[src/rtl/fetch_pkg.sv]
// Shared types and constants for the fetch stage: reset vector, bubble encoding, FSM states and the IF/ID record.
package fetch_pkg;

  localparam logic [31:0] RESET_VECTOR = 32'hBFC0_0000;
  localparam logic [31:0] NOP_INSTR    = 32'h0000_0013;

  typedef enum logic {HOLD, RUN} fetch_state_e;

  typedef struct packed {
    logic [31:0] instr;
    logic [31:0] pc;
    logic [31:0] pcplus4;
    logic        valid;
  } if_id_t;

  function automatic if_id_t bubble(input logic [31:0] nop);
    bubble = '{instr: nop, pc: 32'h0, pcplus4: 32'h0, valid: 1'b0};
  endfunction

endpackage

[src/rtl/fetch_if.sv]
// Signal bundle between the fetch stage and its neighbours (hazard unit, execute redirect, imem, decode).
interface fetch_if #(parameter int CNT_W = 32);

  logic             stallF;
  logic             stallD;
  logic             flushD;
  logic             pcsrcE;
  logic [31:0]      pctargetE;
  logic [31:0]      pcF;
  logic [31:0]      instrF;
  logic [31:0]      instrD;
  logic [31:0]      pcD;
  logic [31:0]      pcplus4D;
  logic             validD;
  logic             misalignE;
  logic [CNT_W-1:0] fetch_cnt;

  modport master (
    input  stallF, stallD, flushD, pcsrcE, pctargetE, instrF,
    output pcF, instrD, pcD, pcplus4D, validD, misalignE, fetch_cnt
  );

  modport slave (
    output stallF, stallD, flushD, pcsrcE, pctargetE, instrF,
    input  pcF, instrD, pcD, pcplus4D, validD, misalignE, fetch_cnt
  );

endinterface

[src/rtl/fetch_pc_reg.sv]
// PC register with redirect > stall > +4 next-PC selection; misalign is a registered one-cycle flag.
// Next PC takes effect one edge later; run=0 freezes the PC at its reset value.
module pc_reg #(
  parameter logic [31:0] RESET_VECTOR = 32'hBFC0_0000
) (
  input  logic        clk,
  input  logic        rst_n,
  input  logic        run,
  input  logic        stall,
  input  logic        redirect,
  input  logic [31:0] target,
  output logic [31:0] pc,
  output logic        misalign
);

  logic [31:0] pc_next;
  logic        misalign_next;

  always_comb begin
    pc_next       = pc;
    misalign_next = 1'b0;
    if (run) begin
      if (redirect) begin
        // Low bits are dropped; the misalign flag tells execute the target was bad.
        pc_next       = {target[31:2], 2'b00};
        misalign_next = |target[1:0];
      end else if (!stall) begin
        pc_next = pc + 32'd4;
      end
    end
  end

  always_ff @(posedge clk or negedge rst_n) begin
    if (!rst_n) begin
      pc       <= RESET_VECTOR;
      misalign <= 1'b0;
    end else begin
      pc       <= pc_next;
      misalign <= misalign_next;
    end
  end

endmodule

[src/rtl/fetch_stage.sv]
// Fetch stage: PC, IF/ID register (flush > stall > load), HOLD/RUN start-up FSM and valid-fetch counter.
// instrF at pcF reaches instrD one cycle later; stallF/stallD hold PC and IF/ID, redirect overrides stalls.
module fetch_stage #(
  parameter logic [31:0] RESET_VECTOR = fetch_pkg::RESET_VECTOR,
  parameter logic [31:0] NOP_INSTR    = fetch_pkg::NOP_INSTR,
  parameter int          CNT_W        = 32
) (
  input  logic    clk,
  input  logic    rst_n,
  fetch_if.master bus
);

  import fetch_pkg::*;

  fetch_state_e     state_q, state_d;
  logic             run;
  logic [31:0]      pc;
  logic [31:0]      pc_plus4;
  logic             misalign;
  logic             kill;
  logic             load;
  if_id_t           if_id_q;
  logic [CNT_W-1:0] cnt_q;

  always_ff @(posedge clk or negedge rst_n) begin
    if (!rst_n) state_q <= HOLD;
    else        state_q <= state_d;
  end

  always_comb begin
    state_d = state_q;
    run     = 1'b0;
    case (state_q)
      HOLD: state_d = RUN;
      RUN:  run     = 1'b1;
    endcase
  end

  pc_reg #(.RESET_VECTOR(RESET_VECTOR)) u_pc_reg (
    .clk      (clk),
    .rst_n    (rst_n),
    .run      (run),
    .stall    (bus.stallF),
    .redirect (bus.pcsrcE),
    .target   (bus.pctargetE),
    .pc       (pc),
    .misalign (misalign)
  );

  assign pc_plus4 = pc + 32'd4;
  assign kill     = !run || bus.flushD || bus.pcsrcE;
  assign load     = !kill && !bus.stallD;

  always_ff @(posedge clk or negedge rst_n) begin
    if (!rst_n) begin
      if_id_q <= bubble(NOP_INSTR);
      cnt_q   <= '0;
    end else begin
      if (kill)
        if_id_q <= bubble(NOP_INSTR);
      else if (load)
        if_id_q <= '{instr: bus.instrF, pc: pc, pcplus4: pc_plus4, valid: 1'b1};
      if (load)
        cnt_q <= cnt_q + CNT_W'(1);
    end
  end

  assign bus.pcF       = pc;
  assign bus.misalignE = misalign;
  assign bus.instrD    = if_id_q.instr;
  assign bus.pcD       = if_id_q.pc;
  assign bus.pcplus4D  = if_id_q.pcplus4;
  assign bus.validD    = if_id_q.valid;
  assign bus.fetch_cnt = cnt_q;

endmodule
[src/flat_wrapper.sv]
// flat-port wrapper written by rule: the top's interface ports become plain ports
module fetch_stage_flat import fetch_pkg::*;
#(
  parameter logic [31:0] RESET_VECTOR = fetch_pkg::RESET_VECTOR,
  parameter logic [31:0] NOP_INSTR    = fetch_pkg::NOP_INSTR,
  parameter int          CNT_W        = 32
)
  (clk, rst_n, bus_stallF, bus_stallD, bus_flushD, bus_pcsrcE, bus_pctargetE, bus_instrF, bus_pcF, bus_instrD, bus_pcD, bus_pcplus4D, bus_validD, bus_misalignE, bus_fetch_cnt);
  fetch_if #(.CNT_W(CNT_W)) bus_i ();
  input  logic clk;
  input  logic rst_n;
  input wire logic [$bits(bus_i.stallF)-1:0] bus_stallF;
  input wire logic [$bits(bus_i.stallD)-1:0] bus_stallD;
  input wire logic [$bits(bus_i.flushD)-1:0] bus_flushD;
  input wire logic [$bits(bus_i.pcsrcE)-1:0] bus_pcsrcE;
  input wire logic [$bits(bus_i.pctargetE)-1:0] bus_pctargetE;
  input wire logic [$bits(bus_i.instrF)-1:0] bus_instrF;
  output wire logic [$bits(bus_i.pcF)-1:0] bus_pcF;
  output wire logic [$bits(bus_i.instrD)-1:0] bus_instrD;
  output wire logic [$bits(bus_i.pcD)-1:0] bus_pcD;
  output wire logic [$bits(bus_i.pcplus4D)-1:0] bus_pcplus4D;
  output wire logic [$bits(bus_i.validD)-1:0] bus_validD;
  output wire logic [$bits(bus_i.misalignE)-1:0] bus_misalignE;
  output wire logic [$bits(bus_i.fetch_cnt)-1:0] bus_fetch_cnt;
  assign bus_i.stallF = bus_stallF;
  assign bus_i.stallD = bus_stallD;
  assign bus_i.flushD = bus_flushD;
  assign bus_i.pcsrcE = bus_pcsrcE;
  assign bus_i.pctargetE = bus_pctargetE;
  assign bus_i.instrF = bus_instrF;
  assign bus_pcF = bus_i.pcF;
  assign bus_instrD = bus_i.instrD;
  assign bus_pcD = bus_i.pcD;
  assign bus_pcplus4D = bus_i.pcplus4D;
  assign bus_validD = bus_i.validD;
  assign bus_misalignE = bus_i.misalignE;
  assign bus_fetch_cnt = bus_i.fetch_cnt;
  fetch_stage #(.RESET_VECTOR(RESET_VECTOR), .NOP_INSTR(NOP_INSTR), .CNT_W(CNT_W)) u_core (.clk(clk), .rst_n(rst_n), .bus(bus_i));
endmodule
[config.mk]
export PLATFORM = sky130hd
export DESIGN_NAME = fetch_stage_flat
export DESIGN_NICKNAME = d
export VERILOG_FILES = /design/src/rtl/fetch_pkg.sv /design/src/rtl/fetch_if.sv /design/src/rtl/fetch_pc_reg.sv /design/src/rtl/fetch_stage.sv /design/src/flat_wrapper.sv
export SDC_FILE = /design/constraint.sdc
export NUM_CORES = 1
export LEC_CHECK = 0
export BUFFER_PORTS_ARGS = -buffer_cell sky130_fd_sc_hd__buf_4
export CAP_MARGIN = 10
export CORE_UTILIZATION = 53
export CTS_BUF_LIST = sky130_fd_sc_hd__clkbuf_4 sky130_fd_sc_hd__clkbuf_8
export CTS_CLUSTER_SIZE = 14
export DETAILED_ROUTE_END_ITERATION = 8
export GPL_TIMING_DRIVEN = 1
export PLACE_DENSITY = 0.83
export SYNTH_ARGS = -nofsm -noshare
export SYNTH_HDL_FRONTEND = slang
export SYNTH_SLANG_ARGS = --single-unit
[constraint.sdc]
create_clock -name clk -period 2.5 [get_ports clk]
set_input_delay 0.125 -clock clk [delete_from_list [all_inputs] [get_ports clk]]
set_output_delay 0.125 -clock clk [all_outputs]
set_load 0.05 [all_outputs]
==> flow_summary_export.csv, run 1 <==
group,metric,value,unit
cts,clock-root-buffer,"sky130_fd_sc_hd__clkbuf_8",
timing,timing_hold_violations_final,0,
cts,path_clk_slew,80,ps
drt,drt_iter0_markers,622,
timing,timing.fmax,0.441,GHz
place,dpl.cell_count,1053,
power,p_comb_share,23.2,%
synth,synth.cell_area,7350,sq um
timing,final_period_minus_worst_setup_slack,2270,ps
timing,worst_hold_slack_across_all_endpoints,28.1,ps
global_route,number_of_antenna_violations_at_the_first_check_in_global_routing,0,
cts,cts_inserted_buffers,17,
cells_and_area,syn2layout_area_growth,38.7,%
cells_and_area,layout-drive-gt1-share,32.3,%
critical_path,setup.worst_path.end_class,"register",
timing,rsz0062_at_grt,"no",
synth,synthesis.area_per_instance,10.7,sq um
cts,htree_num_levels,4,
floorplanning,die_y,120,um
global_route,grt_remaining_overflow,0,
drt,wl,22.4,mm
drt,postRouteAntennaNets,0,
status,result_of_the_run,"complete, no violations",
critical_path,critPathMaxStageDelay,640,ps
cts,cts.repair.resized,0,
synth,synth_edf_count,0,
global_route,grt_pass1_vias,6770,
timing,worst_slew_pin_tran,694,ps
floorplanning,start_util,54.8,%
cells_and_area,regArea,3940,sq um
floorplanning,fp.dieW,120,um
critical_path,path_max_fanout,13,
cells_and_area,final_cells,1146,
synth,yosysSeqAreaShare,53.7,%
floorplanning,ios,232,
drt,route.vias.total,6748,
cts,post_cts_hold_buffer_count,61,
floorplanning,placement_rows,42,
power,share_clk_of_total_power,29.9,%
critical_path,crit_required,2870,ps
power,swShare,34.4,%
place,port_buffer_count,225,
drt,via_per_inst,5.89,
cts,clkLatencyLatePin,450,ps
cts,post_cts_buffers,0,
power,leakagePower,4.78,nW
critical_path,cp_max_delay_cell,"sky130_fd_sc_hd__dfrtp_1",
cts,max-clock-path-buffers,2,
global_route,grt_start_max_net_pins,72,
timing,fin_worst_skew,14.2,ps
drt,avgRoutedWirePerCell,19.6,um
drt,drcViolationCount,0,
place,detailed_place_hpwl,15.2,mm
power,power_density,625,nW/um^2
synth,ys_seq_elements,157,
synth,synthCells,686,
cts,cts_num_sinks,157,
job,maxCapViolations,0,
critical_path,startpoint_type,"register",
timing,post-route-period-util,90.7,%
power,internal_power,4.18,mW
global_route,grt_util_all_layers,32.5,%
synth,synth-async-reset-ratio,100,%
global_route,wire_length_of_the_first_global_routing_pass,36.0,mm
min_path,hold_depth,3,
floorplanning,core_region_area,13400,sq um
cells_and_area,layout.nets,1029,
timing,setup_viol_count_final,0,
timing,max_slew_margin,53.7,%
cells_and_area,antenna_cells,0,
cells_and_area,fillerInstances,895,
critical_path,worst_r2r_path_depth,6,
floorplanning,floorplan.die_area,14300,sq um
timing,final.setup.tns,0,ps
drt,detail_route.first_pass.iterations,6,
power,ir_worst_vdd,0.000445,V
cells_and_area,multi_input_area,3130,sq um
critical_path,critPathArrivalTime,2630,ps
synth,postSynth.topFlopCell,"sky130_fd_sc_hd__dfrtp_1",
critical_path,worst-setup-path-type,"register to register",
power,power_frac_seq,46.8,%
cts,cts_tree,"yes",
place,globalplace.congestion,0.939,
synth,netlist-cell-type-count,61,
timing,slew_violations,0,
power,switchingPower,2.19,mW
min_path,hold_class,"input port to register",
critical_path,path_cells,"nand4_2 > nor3_2 > buf_4 > nand4_4 > o211a_1 > nor3_1",
synth,yosysWarnings,0,
## layer usage
layer / part of all wire (%) / global-route usage, % / vias up
met2: 50 / 53.3 / 355
met5: 0 / 0.368 / -
met1: 40 / 41.7 / 3313
met4: 2.9 / 13.7 / 0
li1: - / - / 3029
met3: 7.9 / 7.13 / 51
## power by group through the flow
stage          logic [mW]  clock network [mW]  registers [mW]
2_1_floorplan       0.506                   0            3.37
3_3_place_gp         1.38                   0            3.01
3_5_place_dp         1.40                   0            3.03
4_1_cts              1.48                1.92            2.98
5_1_grt              1.56                2.03            3.01
6_report             1.48                1.91            2.99
## kinds of logic after synthesis
family                     count (synthesis)  share of synthesized area (%)
adders and majority gates                  2                          0.340
AOI/OAI and AO/OA                        163                           15.5
and+or+nand+nor                          231                           18.3
buffers and inverters                     66                           4.17
DFF                                      157                           53.7
other                                      2                          0.102
muxes                                      7                          0.970
xor gates and xnor gates                  58                           6.91
## stage by stage
step,setup WS [ps],cell area [sq um],utilization (%),power [mW]
floorplan,377,7370,-,3.88
global placement,378,9190,68.5,4.40
detailed placement,275,9190,68.5,4.42
CTS,255,10200,76.1,6.38
global route,137,10200,76.1,6.60
finish,233,10200,76.1,6.38
## worst max-delay path: cells and delay by family (launching register included)
family / cells / cell delay, ps
AO/OA/AOI/OAI: 1 / 230
buffers and inverters: 1 / 250
flip-flops: 1 / 640
AND/OR/NAND/NOR: 4 / 1060
## layout by cell type (no fill, tap or decap), types with 4 or more instances in the layout
cell type | netlist | routed
sky130_fd_sc_hd__nor2_2 | 4 | 4
sky130_fd_sc_hd__nand3_1 | 35 | 35
sky130_fd_sc_hd__clkbuf_8 | 0 | 19
sky130_fd_sc_hd__nand3_2 | 5 | 5
sky130_fd_sc_hd__xor2_1 | 21 | 21
sky130_fd_sc_hd__and3_1 | 12 | 12
sky130_fd_sc_hd__a21oi_1 | 21 | 21
sky130_fd_sc_hd__o21ai_0 | 31 | 31
sky130_fd_sc_hd__nand4_1 | 18 | 18
sky130_fd_sc_hd__o22a_1 | 4 | 4
sky130_fd_sc_hd__o22ai_1 | 26 | 26
sky130_fd_sc_hd__nand2_1 | 69 | 69
sky130_fd_sc_hd__xnor2_1 | 37 | 37
sky130_fd_sc_hd__nor3_1 | 23 | 23
sky130_fd_sc_hd__a211oi_1 | 4 | 4
sky130_fd_sc_hd__inv_1 | 10 | 10
sky130_fd_sc_hd__and4_1 | 7 | 7
sky130_fd_sc_hd__a22o_1 | 56 | 56
sky130_fd_sc_hd__buf_4 | 9 | 237
sky130_fd_sc_hd__clkinvlp_4 | 0 | 5
sky130_fd_sc_hd__dlygate4sd3_1 | 0 | 61
sky130_fd_sc_hd__dfrtp_1 | 145 | 145
sky130_fd_sc_hd__nor2b_1 | 4 | 4
sky130_fd_sc_hd__dfstp_2 | 12 | 12
sky130_fd_sc_hd__nor2_1 | 24 | 24
sky130_fd_sc_hd__mux2i_1 | 6 | 6
sky130_fd_sc_hd__conb_1 | 2 | 7
## cell type report
type / instances / area share, %
clock inverter: 10 / 1.14
timing repair buffer: 302 / 24.1
sequential: 157 / 38.7
clock buffer: 22 / 2.79
inverter: 11 / 0.405
multi-input combinational: 468 / 30.7
tap: 176 / 2.16
## synthesized netlist by cell type (2+ instances only)
library cell	n	area (sq um)
sky130_fd_sc_hd__o21ai_0	31	155
sky130_fd_sc_hd__and2_1	3	18.8
sky130_fd_sc_hd__dfstp_2	12	315
sky130_fd_sc_hd__a311oi_1	2	17.5
sky130_fd_sc_hd__a211oi_1	4	30.0
sky130_fd_sc_hd__buf_2	13	65.1
sky130_fd_sc_hd__clkbuf_1	27	101
sky130_fd_sc_hd__nand4_4	3	63.8
sky130_fd_sc_hd__or3_1	2	12.5
sky130_fd_sc_hd__buf_4	9	67.6
sky130_fd_sc_hd__o21a_1	2	15.0
sky130_fd_sc_hd__nand2_1	69	259
sky130_fd_sc_hd__xor2_1	21	184
sky130_fd_sc_hd__nand3_4	2	35.0
sky130_fd_sc_hd__ha_1	2	25.0
sky130_fd_sc_hd__mux2i_1	6	60.1
sky130_fd_sc_hd__nor2_1	24	90.1
sky130_fd_sc_hd__nand4_2	2	25.0
sky130_fd_sc_hd__nor3_2	2	20.0
sky130_fd_sc_hd__nor2b_1	4	25.0
sky130_fd_sc_hd__a22o_1	56	490
sky130_fd_sc_hd__o21ai_1	3	15.0
sky130_fd_sc_hd__and4_1	7	61.3
sky130_fd_sc_hd__or4_1	2	15.0
sky130_fd_sc_hd__o22ai_1	26	163
sky130_fd_sc_hd__o32ai_1	3	26.3
sky130_fd_sc_hd__nand3_1	35	175
sky130_fd_sc_hd__o22a_1	4	35.0
sky130_fd_sc_hd__nor3_1	23	115
sky130_fd_sc_hd__nor4_4	3	63.8
sky130_fd_sc_hd__and3_1	12	75.1
sky130_fd_sc_hd__nand3_2	5	50.1
sky130_fd_sc_hd__conb_1	2	7.51
sky130_fd_sc_hd__buf_1	4	15.0
sky130_fd_sc_hd__o31ai_1	2	15.0
sky130_fd_sc_hd__inv_1	10	37.5
sky130_fd_sc_hd__nor4_1	3	18.8
sky130_fd_sc_hd__xnor2_1	37	324
sky130_fd_sc_hd__dfrtp_1	145	3630
sky130_fd_sc_hd__o211ai_1	2	15.0
sky130_fd_sc_hd__nand4_1	18	113
sky130_fd_sc_hd__a21oi_1	21	105
sky130_fd_sc_hd__nor2_2	4	25.0
sky130_fd_sc_hd__nand2b_1	2	12.5
## worst paths after layout
kind,from,endpoint,slack (ps)
setup / recovery,u_core.u_pc_reg.pc[12],u_core.u_pc_reg.pc[28],230
hold / removal,bus_pctargetE[27],u_core.u_pc_reg.pc[27],30
setup reg to reg,u_core.u_pc_reg.pc[12],u_core.u_pc_reg.pc[28],230
hold reg to reg,u_core.bus.pcplus4D[21],u_core.bus.pcplus4D[21],490
max in group asynchronous,rst_n,u_core.u_pc_reg.pc[9],1410
min in group asynchronous,rst_n,u_core.bus.pcplus4D[3],250
Note: power is estimated with default switching activity, not from simulation.
==> run 2, diff against run 1 <==
--- a/config.mk
+++ b/config.mk
@@ -7,7 +7,7 @@
 export LEC_CHECK = 0
 export BUFFER_PORTS_ARGS = -buffer_cell sky130_fd_sc_hd__buf_4
 export CAP_MARGIN = 10
-export CORE_UTILIZATION = 53
+export CORE_UTILIZATION = 54
 export CTS_BUF_LIST = sky130_fd_sc_hd__clkbuf_4 sky130_fd_sc_hd__clkbuf_8
 export CTS_CLUSTER_SIZE = 14
 export DETAILED_ROUTE_END_ITERATION = 8
@@ -15,4 +15,5 @@
 export PLACE_DENSITY = 0.83
 export SYNTH_ARGS = -nofsm -noshare
 export SYNTH_HDL_FRONTEND = slang
+export SYNTH_HIERARCHICAL = 1
 export SYNTH_SLANG_ARGS = --single-unit
==> flow_summary_export.csv, run 2 <==
group,metric,value,unit
synth,synth_area_leader_cell,"sky130_fd_sc_hd__dfrtp_1",
synth,synth_simple_gate_area_share,20.2,%
cells_and_area,layout_common_cells,"sky130_fd_sc_hd__buf_4, sky130_fd_sc_hd__dfrtp_1, sky130_fd_sc_hd__nand2_1, sky130_fd_sc_hd__dlygate4sd3_1, sky130_fd_sc_hd__a22o_1",
timing,rsz0062_at_grt,"no",
cts,cts_inserted_buffers,17,
synth,largest_family_of_logic_cells_by_synthesized_area,"simple AND/OR/NAND/NOR gates",
cts,cts.repair.resized,0,
place,detailed_place_hpwl,15.0,mm
timing,setup_viol_count_final,0,
timing,max_slew_margin,44.7,%
cells_and_area,final_cells,1230,
timing,final_period_minus_worst_setup_slack,2270,ps
synth,compound_cell_area_share_of_the_yosys_netlist,16.7,%
synth,synthesis.area_per_instance,10.3,sq um
job,maxCapViolations,0,
floorplanning,placement_rows,43,
synth,yosysSeqAreaShare,52.2,%
cells_and_area,layout.nets,1110,
global_route,number_of_antenna_violations_at_the_first_check_in_global_routing,0,
synth,synth-async-reset-ratio,100,%
timing,fin_worst_skew,10.9,ps
place,dpl.cell_count,1138,
cells_and_area,finalCoreUtilization,77.3,%
global_route,grt_remaining_overflow,0,
synth,netlist-cell-type-count,68,
synth,synth_area_leaders,"sky130_fd_sc_hd__dfrtp_1, sky130_fd_sc_hd__a22o_1, sky130_fd_sc_hd__nand2_1, sky130_fd_sc_hd__dfstp_2, sky130_fd_sc_hd__xor2_1",
drt,avgRoutedWirePerCell,18.3,um
floorplanning,floorplan.die_area,14700,sq um
drt,postRouteAntennaNets,0,
synth,synthDominantCellAreaShare,48.0,%
critical_path,crit_required,2900,ps
drt,drcViolationCount,0,
global_route,met1_demand_to_capacity_share_in_global_routing,41.9,%
place,dpl_cell_area,9690,sq um
cts,htree_num_levels,4,
floorplanning,die_y,121,um
drt,route.vias.total,7264,
place,pre_cts_slack,298,ps
critical_path,path_max_fanout,9,
floorplanning,fp.dieW,121,um
critical_path,setup.worst_path.end_class,"register",
synth,netlist_top_cells_count,"sky130_fd_sc_hd__dfrtp_1, sky130_fd_sc_hd__nand2_1, sky130_fd_sc_hd__a22o_1, sky130_fd_sc_hd__nand3_1, sky130_fd_sc_hd__clkbuf_1",
synth,yosysWarnings,6,
synth,synth-adder-area-share,0.490,%
global_route,wire_length_of_the_first_global_routing_pass,35.5,mm
cells_and_area,finish.instance_area,10700,sq um
cells_and_area,mostFrequentLayoutCell,"sky130_fd_sc_hd__buf_4",
critical_path,critPathArrivalTime,2670,ps
synth,ys_seq_elements,159,
synth,synth.cell_area,7660,sq um
cts,max-clock-path-buffers,2,
cells_and_area,syn2layout_area_growth,40.1,%
cts,path_clk_slew,90,ps
timing,final.setup.tns,0,ps
critical_path,startpoint_type,"register",
floorplanning,core_region_area,13900,sq um
power,power,6.60,mW
status,result_of_the_run,"complete, no violations",
critical_path,worst-setup-path-type,"register to register",
cts,post_cts_buffers,0,
synth,synthCells,743,
drt,detail_route.first_pass.iterations,9,
timing,slew_violations,0,
min_path,hold_class,"input port to register",
cts,clkLatencyLatePin,460,ps
cts,cts_tree,"yes",
synth,synth_xor_xnor_area_share,5.03,%
timing,post-route-period-util,90.6,%
cells_and_area,fillerInstances,940,
cts,clock-root-buffer,"sky130_fd_sc_hd__clkbuf_8",
cells_and_area,antenna_cells,0,
cts,cts_num_sinks,159,
synth,postSynth.topFlopCell,"sky130_fd_sc_hd__dfrtp_1",
cells_and_area,layout-drive-gt1-share,32.3,%
timing,timing.fmax,0.441,GHz
timing,slack_of_the_critical_path,234,ps
timing,worst_slew_pin_tran,823,ps
synth,synthMuxAreaShare,1.06,%
drt,wl,22.5,mm
global_route,grt_pass1_vias,6919,
floorplanning,ios,232,
global_route,grt.busiest_layer,"met2",
power,power_density,615,nW/um^2
global_route,grt.met2_usage,50.4,%
power,ir_worst_vdd,0.000346,V
timing,timing_hold_violations_final,0,
floorplanning,start_util,55.2,%
global_route,grt_start_max_net_pins,75,
power,leakagePower,5.29,nW
synth,post-synth-top-count-cell,"sky130_fd_sc_hd__dfrtp_1",
global_route,grtUsageMet3,6.06,%
timing,worst_hold_slack_across_all_endpoints,43.4,ps
place,port_buffer_count,229,
drt,drt_iter0_markers,640,
synth,synth_edf_count,0,
global_route,grt_util_all_layers,31.5,%
place,globalplace.congestion,0.967,
drt,via_per_inst,5.91,
## run 2: cell types whose count changed in the layout (fill, tap and decap cells not counted), moves of 7 or more
| cell | previous run | this run |
|---|---|---|
| sky130_fd_sc_hd__nand2_1 | 69 | 87 |
| sky130_fd_sc_hd__a21oi_1 | 21 | 28 |
| sky130_fd_sc_hd__nor2_1 | 24 | 32 |
| sky130_fd_sc_hd__buf_4 | 237 | 262 |
| sky130_fd_sc_hd__xnor2_1 | 37 | 17 |
| sky130_fd_sc_hd__inv_1 | 10 | 20 |
| sky130_fd_sc_hd__o22ai_1 | 26 | 8 |
| sky130_fd_sc_hd__or4_1 | 2 | 10 |
| sky130_fd_sc_hd__nor4_1 | 3 | 15 |
## run 2: power by group
part | switching, mW | internal, mW
combinational | 1.04 | 0.556
clock | 0.919 | 1.16
sequential | 0.207 | 2.73
## run 2: final timing paths
check,start,end,slack [ps],cells after the start
min reg2reg,u_core/bus.pcD[15],u_core/bus.pcD[15],470,2
max,u_core/u_pc_reg/pc[9],u_core/bus.pcplus4D[28],230,4
max reg2reg,u_core/u_pc_reg/pc[9],u_core/bus.pcplus4D[28],230,4
max in group asynchronous,rst_n,u_core/u_pc_reg/pc[29],1430,3
min in group asynchronous,rst_n,u_core/bus.instrD[7],240,2
min,bus_stallF,u_core/u_pc_reg/pc[26],40,3
## run 2: timing repair
| action | CTS | global route |
|---|---|---|
| hold endpoints to repair | 127 | 0 |
| hold buffers | 60 | 0 |
| setup endpoints to repair | 0 | 0 |
## run 2: routing by layer
| metal | part of all wire, % | routed length (um) | up-vias |
|---|---|---|---|
| met5 | 0 | 0 | - |
| met4 | 2.8 | 623 | 0 |
| met3 | 7.8 | 1750 | 59 |
| met2 | 48 | 10700 | 401 |
| met1 | 42 | 9400 | 3468 |
| li1 | - | - | 3336 |
## run 2: area by class of cell
type                    count  area, sq um  area share [%]
clock buffers              21          277            2.58
well taps                 180          225            2.10
multi-input cells         513         3350            31.3
clock inverters            11          163            1.52
flip-flops and latches    159         4000            37.3
repair buffers            326         2640            24.6
inverters                  20         75.1           0.700
## run 2: critical path: stages (launching register included)
cell	delay, ps
sky130_fd_sc_hd__dfrtp_1	570
sky130_fd_sc_hd__nand3_1	250
sky130_fd_sc_hd__or4_1	600
sky130_fd_sc_hd__or4b_2	680
sky130_fd_sc_hd__nand3_1	100
## run 2: kinds of logic after synthesis
kind of cell	count (synthesis)
adders and majority gates	3
DFF	159
and+or+nand+nor	278
other	2
AOI/OAI and AO/OA	177
xor gates and xnor gates	44
muxes	8
buffers and inverters	72
==> run 3, diff against run 2 <==
--- a/config.mk
+++ b/config.mk
@@ -7,7 +7,9 @@
 export LEC_CHECK = 0
 export BUFFER_PORTS_ARGS = -buffer_cell sky130_fd_sc_hd__buf_4
 export CAP_MARGIN = 10
-export CORE_UTILIZATION = 54
+export CELL_PAD_IN_SITES_DETAIL_PLACEMENT = 1
+export CELL_PAD_IN_SITES_GLOBAL_PLACEMENT = 2
+export CORE_UTILIZATION = 33
 export CTS_BUF_LIST = sky130_fd_sc_hd__clkbuf_4 sky130_fd_sc_hd__clkbuf_8
 export CTS_CLUSTER_SIZE = 14
 export DETAILED_ROUTE_END_ITERATION = 8
==> flow_summary_export.csv, run 3 (same netlist as run 2, synthesis figures left out) <==
group,metric,value,unit
cts,max-clock-path-buffers,2,
drt,wl_met2,12.6,mm
cts,clkLatencyLatePin,460,ps
timing,rsz0062_at_grt,"no",
cts,cts.repair.resized,0,
drt,postRouteAntennaNets,0,
power,power_frac_seq,43.7,%
timing,setup_viol_count_final,0,
critical_path,r2r_start,"u_core/u_pc_reg/pc[3]",
drt,highest-signal-layer,"met4",
critical_path,ff_to_ff_end,"u_core/bus.pcplus4D[30]",
cells_and_area,layout.nets,1108,
power,p_comb_share,24.3,%
power,ir_worst_vdd,0.000296,V
power,switchingPower,2.27,mW
status,result_of_the_run,"complete, no violations",
floorplanning,die_y,154,um
drt,met3_length,1.18,mm
drt,drcViolationCount,0,
cells_and_area,syn2layout_area_growth,41.7,%
drt,drt_iter0_markers,374,
global_route,number_of_antenna_violations_at_the_first_check_in_global_routing,0,
drt,wl_met1,12.4,mm
power,internal_power,4.45,mW
critical_path,setup.reg_to_reg.worst_slack,290,ps
floorplanning,start_util,33.7,%
timing,fin_worst_skew,26.5,ps
critical_path,crit_required,2880,ps
cts,path_clk_slew,90,ps
drt,wl,26.4,mm
cells_and_area,finalCoreUtilization,47.8,%
global_route,grt_pass1_vias,7338,
critical_path,critPathArrivalTime,2610,ps
place,detailed_place_hpwl,18.3,mm
cts,htree_num_levels,4,
cts,cts_num_sinks,159,
floorplanning,core_region_area,22700,sq um
cts,cts_inserted_buffers,17,
floorplanning,ios,232,
power,swShare,33.8,%
timing,final.setup.tns,0,ps
global_route,grt_remaining_overflow,0,
power,power_density,620,nW/um^2
min_path,holdCritStartpoint,"bus_pctargetE[14]",
cts,clock-root-buffer,"sky130_fd_sc_hd__clkbuf_8",
drt,detail_route.first_pass.iterations,5,
job,maxCapViolations,0,
timing,slew_violations,0,
timing,worst_hold_slack_across_all_endpoints,36.7,ps
power,leakagePower,5.29,nW
floorplanning,floorplan.die_area,23800,sq um
cells_and_area,layout-drive-gt1-share,33.0,%
critical_path,startpoint_type,"input port",
timing,max_slew_margin,50.7,%
cells_and_area,antenna_cells,0,
drt,route.vias.total,7131,
timing,timing_hold_violations_final,0,
critical_path,worst-setup-path-type,"input port to register",
critical_path,worst_r2r_path_depth,5,
min_path,holdPathEnd,"u_core/u_pc_reg/pc[14]",
min_path,hold_depth,3,
cts,cts_tree,"yes",
timing,final_period_minus_worst_setup_slack,2230,ps
place,globalplace.congestion,0.832,
timing,worst_slew_pin_tran,735,ps
power,share_clk_of_total_power,32.1,%
floorplanning,placement_rows,55,
cells_and_area,layout_common_cells,"sky130_fd_sc_hd__buf_4, sky130_fd_sc_hd__dfrtp_1, sky130_fd_sc_hd__nand2_1, sky130_fd_sc_hd__a22o_1, sky130_fd_sc_hd__dlygate4sd3_1",
global_route,wire_length_of_the_first_global_routing_pass,42.0,mm
critical_path,setup.worst_path.end_class,"register",
drt,via_per_inst,5.35,
cells_and_area,mostFrequentLayoutCell,"sky130_fd_sc_hd__buf_4",
global_route,grt_start_max_net_pins,68,
timing,post-route-period-util,89.4,%
timing,timing.fmax,0.448,GHz
min_path,hold_class,"input port to register",
place,port_buffer_count,229,
floorplanning,fp.dieW,154,um
global_route,grt_util_all_layers,22.6,%
critical_path,path_max_fanout,13,
drt,avgRoutedWirePerCell,19.8,um
run 3: metrics by stage:
| step | worst slack (ps) | instance area (sq um) | power [mW] | cells |
|---|---|---|---|---|
| 5_1_grt | 176 | 10900 | 7.02 | 1333 |
| 3_5_place_dp | 327 | 9900 | 4.55 | 1250 |
| 4_1_cts | 292 | 10800 | 6.79 | 1332 |
| 6_report | 266 | 10900 | 6.72 | 1333 |
| 3_3_place_gp | 398 | 9900 | 4.53 | 1250 |
| 2_1_floorplan | 12.5 | 7670 | 3.85 | 744 |
run 3: how the worst max path moves through the flow:
stage | start | to | slack, ps | cells after the start
CTS | u_core/u_pc_reg/pc[3] | u_core/bus.pcplus4D[30] | 290 | 5
detailed placement | u_core/u_pc_reg/pc[3] | u_core/bus.pcplus4D[30] | 330 | 5
global placement | u_core/u_pc_reg/pc[2] | u_core/bus.pcplus4D[30] | 400 | 5
floorplan | u_core/u_pc_reg/pc[11] | u_core/bus.pcplus4D[30] | 10 | 5
global route | u_core/u_pc_reg/pc[3] | u_core/bus.pcplus4D[28] | 180 | 5
finish | bus_stallD | u_core/bus.fetch_cnt[31] | 270 | 6
run 3: area by class of cell:
type	count	area [sq um]
fillers	2546	11900
inverters	20	75.1
multi-input cells	513	3350
repair buffers	324	2630
flip-flops and latches	159	4000
well taps	285	357
clock inverters	10	164
clock buffers	22	278
run 3: critical path: stages:
cell	delay (ps)
sky130_fd_sc_hd__dlygate4sd3_1	570
sky130_fd_sc_hd__buf_4	160
sky130_fd_sc_hd__or4b_4	550
sky130_fd_sc_hd__or4_4	680
sky130_fd_sc_hd__nor4_1	350
sky130_fd_sc_hd__xor2_1	180
run 3: power by group through the flow:
stage	Clock, mW	Combinational (mW)	Sequential [mW]
floorplan	0	0.387	3.47
global placement	0	1.56	2.97
detailed placement	0	1.57	2.98
CTS	2.22	1.64	2.93
global route	2.32	1.74	2.96
finish	2.16	1.63	2.94
run 3: per-layer routing:
metal | track usage, % | up-vias
met5 | 0 | -
met4 | 4.43 | 0
met3 | 3.95 | 10
met2 | 36.6 | 207
met1 | 31.9 | 3597
li1 | - | 3317
run 3: repair_timing:
item                      CTS  global route
hold buffers               50             1
hold endpoints to repair   94             1
buffers inserted            0             0
